[config.mk]
export PLATFORM = sky130hd
export DESIGN_NAME = servo_pwm_decoder
export DESIGN_NICKNAME = d
export VERILOG_FILES = /design/src/rtl/servo_pwm_decoder.sv
export SDC_FILE = /design/constraint.sdc
export NUM_CORES = 1
export LEC_CHECK = 0
export CORE_AREA = 2 2 170 122
export DETAILED_ROUTE_END_ITERATION = 8
export DIE_AREA = 0 0 172 124
export MAX_ROUTING_LAYER = met4
export PLACE_DENSITY = 0.66
export SLEW_MARGIN = 10
export SYNTH_ARGS = -nofsm -noshare
export SYNTH_HDL_FRONTEND = slang
export SYNTH_SLANG_ARGS = --single-unit
[constraint.sdc]
create_clock -name CLK -period 4.5 [get_ports CLK]
set_input_delay 0.45 -clock CLK [delete_from_list [all_inputs] [get_ports CLK]]
set_output_delay 0.45 -clock CLK [all_outputs]
set_load 0.01 [all_outputs]
[src/rtl/servo_pwm_decoder.sv]
// servo_pwm_decoder
// Measures the high time and the period of a hobby-servo PWM signal and
// presents each complete measurement through a valid/ready output.
//
// Ports
//   CLK          system clock, all logic on the rising edge
//   RST          synchronous active-high reset
//   pwm_in       asynchronous PWM line from the servo receiver
//   out_ready    consumer accepts the measurement currently held
//   out_valid    a measurement is held on pulse_width / period
//   pulse_width  high time of the last complete PWM cycle, in CLK cycles
//   period       rising-edge-to-rising-edge time, in CLK cycles
//   range_err    held pulse_width lies outside [MIN_PULSE, MAX_PULSE]
//   overrun      sticky: an unaccepted measurement was overwritten
//   timeout      sticky: no edge seen for TIMEOUT_CYC cycles
module servo_pwm_decoder #(
  parameter int CNT_W       = 32,
  parameter int MIN_PULSE   = 50000,
  parameter int MAX_PULSE   = 250000,
  parameter int TIMEOUT_CYC = 2500000
) (
  input  logic             CLK,
  input  logic             RST,
  input  logic             pwm_in,
  input  logic             out_ready,
  output logic             out_valid,
  output logic [CNT_W-1:0] pulse_width,
  output logic [CNT_W-1:0] period,
  output logic             range_err,
  output logic             overrun,
  output logic             timeout
);

  localparam logic [CNT_W-1:0] MIN_P   = CNT_W'(MIN_PULSE);
  localparam logic [CNT_W-1:0] MAX_P   = CNT_W'(MAX_PULSE);
  localparam logic [CNT_W-1:0] TMO_VAL = CNT_W'(TIMEOUT_CYC);

  typedef enum logic [1:0] {
    SYNC_WAIT = 2'd0,
    MEAS_HIGH = 2'd1,
    MEAS_LOW  = 2'd2
  } state_t;

  state_t           state, state_nxt;
  logic [CNT_W-1:0] high_cnt, high_nxt;
  logic [CNT_W-1:0] per_cnt, per_nxt;
  logic [CNT_W-1:0] idle_cnt, idle_nxt;
  logic             sync1, sync2, sync3;
  logic [2:0]       prime;
  logic             rise_det, fall_det;
  logic             publish, timeout_hit;

  function automatic logic [CNT_W-1:0] sat_inc(input logic [CNT_W-1:0] v);
    return (v == {CNT_W{1'b1}}) ? v : v + 1'b1;
  endfunction

  // Two flops to synchronize pwm_in, a third to hold the previous level.
  // prime fills with ones behind the data so edges are only trusted once
  // sync3 holds a real sample; otherwise the zeros left by reset would
  // fake a rising edge whenever pwm_in is high as reset is released.
  always_ff @(posedge CLK) begin
    if (RST) begin
      sync1 <= 1'b0;
      sync2 <= 1'b0;
      sync3 <= 1'b0;
      prime <= 3'b000;
    end else begin
      sync1 <= pwm_in;
      sync2 <= sync1;
      sync3 <= sync2;
      prime <= {prime[1:0], 1'b1};
    end
  end

  assign rise_det = prime[2] &  sync2 & ~sync3;
  assign fall_det = prime[2] & ~sync2 &  sync3;

  // Next-state logic: counters, publish strobe and loss-of-signal detection.
  always_comb begin
    state_nxt   = state;
    high_nxt    = high_cnt;
    per_nxt     = per_cnt;
    publish     = 1'b0;
    idle_nxt    = (rise_det || fall_det) ? '0 : sat_inc(idle_cnt);
    timeout_hit = !(rise_det || fall_det) && (idle_nxt == TMO_VAL);

    case (state)
      SYNC_WAIT: begin
        if (rise_det) begin
          high_nxt  = {{(CNT_W-1){1'b0}}, 1'b1};
          per_nxt   = {{(CNT_W-1){1'b0}}, 1'b1};
          state_nxt = MEAS_HIGH;
        end
      end
      MEAS_HIGH: begin
        per_nxt = sat_inc(per_cnt);
        if (fall_det) begin
          state_nxt = MEAS_LOW;
        end else begin
          high_nxt = sat_inc(high_cnt);
        end
      end
      MEAS_LOW: begin
        per_nxt = sat_inc(per_cnt);
        if (rise_det) begin
          publish   = 1'b1;
          high_nxt  = {{(CNT_W-1){1'b0}}, 1'b1};
          per_nxt   = {{(CNT_W-1){1'b0}}, 1'b1};
          state_nxt = MEAS_HIGH;
        end
      end
      default: state_nxt = SYNC_WAIT;
    endcase

    // Loss of signal throws away whatever partial cycle was in progress.
    if (timeout_hit) begin
      state_nxt = SYNC_WAIT;
      high_nxt  = '0;
      per_nxt   = '0;
      publish   = 1'b0;
    end
  end

  // State and counter registers.
  always_ff @(posedge CLK) begin
    if (RST) begin
      state    <= SYNC_WAIT;
      high_cnt <= '0;
      per_cnt  <= '0;
      idle_cnt <= '0;
    end else begin
      state    <= state_nxt;
      high_cnt <= high_nxt;
      per_cnt  <= per_nxt;
      idle_cnt <= idle_nxt;
    end
  end

  // Output holding register with valid/ready handshake and sticky flags.
  // A publish always wins: it reloads the data and keeps out_valid high;
  // overrun only flags a publish that lands on data nobody accepted.
  always_ff @(posedge CLK) begin
    if (RST) begin
      out_valid   <= 1'b0;
      pulse_width <= '0;
      period      <= '0;
      range_err   <= 1'b0;
      overrun     <= 1'b0;
      timeout     <= 1'b0;
    end else begin
      if (publish) begin
        out_valid   <= 1'b1;
        pulse_width <= high_cnt;
        period      <= per_cnt;
        range_err   <= (high_cnt < MIN_P) || (high_cnt > MAX_P);
        timeout     <= 1'b0;
        if (out_valid && !out_ready) begin
          overrun <= 1'b1;
        end else if (out_valid && out_ready) begin
          overrun <= 1'b0;
        end
      end else begin
        if (out_valid && out_ready) begin
          out_valid <= 1'b0;
          overrun   <= 1'b0;
        end
        if (timeout_hit) begin
          timeout <= 1'b1;
        end
      end
    end
  end

endmodule
==> qor.csv <==
stage;metric;value;unit
clock_tree;CTS clk-pin slew, worst paths;0.06;ns
global_routing;initial antenna violation count;0;
power;pwr/cell area;342.7;nW/um^2
floorplanning;core area;19580;sq um
setup_path;Worst R2R Start;idle_cnt[0];
finish;fraction of layout cells with a size suffix above 1;5.700;%
yosys;Synth cell types;53;
clock_tree;TritonCTS Buffers;17;
hold_path;HP Class;primary input to register;
finish;Nets;999;
clock_tree;CTS tree;done;
floorplanning;die span in y;124;um
clock_tree;post-CTS setup buffers;0;
setup_path;Reg-to-Reg End;high_cnt[11];
sta;Pins Over Slew Limit;0;
sta;fmax;253.4;MHz
sta;RSZ-0062 raised after global routing;false;
clock_tree;Clock Latency Late Sink;0.43;ns
global_routing;GRT overflow;0;
yosys;Synth Net Count;944;
setup_path;Required @ worst endpoint;4.80;ns
setup_path;WP data arrival;4.24;ns
clock_tree;Gates resized, CTS repair;0;
floorplanning;die width;172;um
sta;clk_skew;0.009521;ns
global_routing;All-Layer GR Usage;17.96;%
clock_tree;maximum root-to-sink buffer count;2;
global_routing;first-pass GRT wire length;29.61;mm
setup_path;Max stage delay on crit path;0.61;ns
setup_path;crit start category;register;
setup_path;Critical path destination;high_cnt[11];
setup_path;most frequent cell on the critical path;nand4_1;
clock_tree;Sinks on Clock Net;172;
routing;Iter 0 DRT Violations;468;
yosys;register bit total from synthesis;172;
routing;1st-pass router iterations;5;
finish;# diodes;0;
placement;port bufs;71;
yosys;Synth top area share;45.48;%
floorplanning;Rows;43;
yosys;top cells by area, synth;dfxtp_1 (45%), nand2_1 (8.7%), xor2_1 (6.2%);
sta;Final Cycle Share;87.70;%
sta;setup violators final;0;
setup_path;cells along the critical path;ha_1 > and4_1 > nor3b_2 > nand3_1 > nand4_1 > xor2_1 > nand4_1 > or4b_1 > o21ai_4 > buf_4 > nor3_1;
setup_path;worst setup path start;idle_cnt[0];
routing;Routed WL;18.12;mm
setup_path;WS Path Type;register to register;
routing;Post-DRT Antenna Nets;0;
yosys;Syn Inst Count;932;
yosys;yosys warns;0;
yosys;Synth Flop Type;dfxtp_1;
setup_path;worst reg2reg path depth;11;
global_routing;largest net degree at the start of global routing;76;
routing;routed len/inst;14.27;um
routing;vias per inst;5.165;
setup_path;Worst setup EP type;register;
routing;DRC Markers;0;
yosys;Avg Cell Area, Syn;8.123;sq um
sta;WHS;0.3503;ns
floorplanning;Initial Util;38.66;%
power;Tot Pwr;0.003126;W
sta;Rel. slew slack;16.69;%
clock_tree;CTS Hold Bufs;0;
yosys;Yosys top cell by area;dfxtp_1;
setup_path;reg2reg setup slack;0.55;ns
floorplanning;I/O Pins;72;
power;Lkg Pwr;2.971;nW
placement;half-perimeter wire length after placement;12.43;mm
yosys;Netlist Area Pre-Place;7571;sq um
placement;routability cong.;0.8742;
finish;synth-to-layout area growth;20.49;%
flow_run;Max-Cap Viols;0;
sta;minimum clock period;3.946;ns
routing;via count;6559;
sta;Worst Tran Pin Value;1.238;ns
sta;Setup TNS;0;ns
sta;Final Hold Viols;0;
setup_path;CP max-delay cell;or4b_1;
yosys;Async SR Flop Fraction;0;%
power;Peak VDD IR;153.3;uV
clock_tree;Root Driver;clkbuf_16;
global_routing;vias in the first global route;5919;
yosys;register area share after synthesis;45.48;%
setup_path;Crit Path Max Fanout;33;
clock_tree;depth of the CTS H-tree;4;
status;status;complete, no violations;
floorplanning;die area;21330;sq um
yosys;Post-synth EDFFs;0;
==> layout make-up <==
class                   count  area (sq um)
clock buffers              19         452.9
clock inverters            13         165.2
fillers                  1939         10460
inverters                  14         52.55
multi-input cells         699          3875
flip-flops and latches    172          3443
well taps                 270         337.8
repair buffers             83         795.8
==> through the flow <==
stage / setup WS [ns] / cells / instance area [sq um] / utilization, %
3_5_place_dp: 0.5821 / 1238 / 8504 / 43.43
4_1_cts: 0.5571 / 1270 / 9123 / 46.58
6_report: 0.5536 / 1270 / 9123 / 46.58
5_1_grt: 0.2212 / 1270 / 9123 / 46.58
2_1_floorplan: 1.243 / 932 / 7571 / -
3_3_place_gp: 0.7520 / 1238 / 8504 / 43.43
==> routing by layer <==
metal	wire length, um	GRT usage, %	up-vias
met5	0	-	-
met4	223	4.937	0
met3	925	4.004	16
met2	7479	25.23	156
met1	9489	25.81	3037
li1	-	-	3350
==> cell families after synthesis <==
logic type / after synthesis / share of synthesized area [%]
AOI/OAI and AO/OA: 135 / 10.36
xor gates and xnor gates: 78 / 9.023
adders and majority gates: 8 / 1.322
buffers and inverters: 61 / 3.570
DFF: 172 / 45.48
muxes: 3 / 0.3966
and+or+nand+nor: 475 / 29.85
==> power by group <==
group          switching (W)  total [W]  internal (W)
logic              0.0000423  0.0000560     0.0000137
clock network       0.000632    0.00154      0.000906
registers         0.00000533    0.00153       0.00153
total               0.000679    0.00313       0.00245
==> cell usage after synthesis (2+ instances only) <==
cell type    n
buf_6        5
a41oi_1      3
and4_1      11
or3_1        4
o21a_1       4
a211oi_1     5
o211ai_1     2
a22oi_1      3
nor3_1      74
or2_2        5
and2_1       9
nand3_1     44
dfxtp_1    172
xor2_1      54
mux2i_1      3
o2111ai_1    2
a31oi_1      6
and3_1      13
clkbuf_1    38
nand2b_1     2
nor4_1      12
a21oi_1     76
buf_2        3
nor2_1      73
inv_1       14
xnor2_1     24
ha_1         8
nor2b_1      7
a311oi_1     3
nand2_1    176
o31ai_1      3
o21ai_0     18
nor3b_1      4
nand4_1     33
==> cells in the final DEF, fill, tap and decap left out, types with 4 or more instances in the layout <==
| cell type | netlist | routed |
|---|---|---|
| nand2_1 | 176 | 175 |
| dfxtp_1 | 172 | 172 |
| a21oi_1 | 76 | 76 |
| nor3_1 | 74 | 74 |
| nor2_1 | 73 | 72 |
| clkdlybuf4s50_1 | 0 | 70 |
| xor2_1 | 54 | 54 |
| nand3_1 | 44 | 44 |
| nand4_1 | 33 | 33 |
| xnor2_1 | 24 | 24 |
| o21ai_0 | 18 | 18 |
| clkbuf_16 | 0 | 17 |
| inv_1 | 14 | 14 |
| and3_1 | 13 | 13 |
| nor4_1 | 12 | 12 |
| buf_4 | 0 | 12 |
| and4_1 | 11 | 11 |
| and2_1 | 9 | 9 |
| ha_1 | 8 | 8 |
| nor2b_1 | 7 | 7 |
| a31oi_1 | 6 | 6 |
| or2_2 | 5 | 5 |
| a211oi_1 | 5 | 5 |
| or3_1 | 4 | 4 |
| o21a_1 | 4 | 4 |
| nor3b_1 | 4 | 4 |
| clkinvlp_4 | 0 | 4 |
==> flip-flops by register name, summed over array words and instances (netlist names), named ones only <==
register / flops
range_err: 1
high_cnt: 32
sync1: 1
state: 2
period: 32
prime: 3
per_cnt: 32
sync2: 1
out_valid: 1
sync3: 1
timeout: 1
pulse_width: 32
idle_cnt: 32
==> worst max-delay path: cells and delay by family, from the launching register on <==
family	cells	cell delay, ns
and+or+nand+nor	7	2.35
buffers and inverters	1	0.35
adders and majority gates	1	0.28
xor gates and xnor gates	1	0.21
DFF	1	0.42
AOI/OAI and AO/OA	1	0.17
==> worst min-delay path by stage <==
stage / end / depth (start not counted) / from / slack [ns]
final: prime[0] / 2 / RST / 0.35
after floorplan: prime[1] / 1 / prime[0] / 0.41
after detailed placement: prime[1] / 1 / prime[0] / 0.42
after CTS: prime[0] / 2 / RST / 0.34
after global routing: prime[0] / 2 / RST / 0.36
after global placement: prime[1] / 1 / prime[0] / 0.42
No activity file was read; power rests on OpenSTA's default activity.
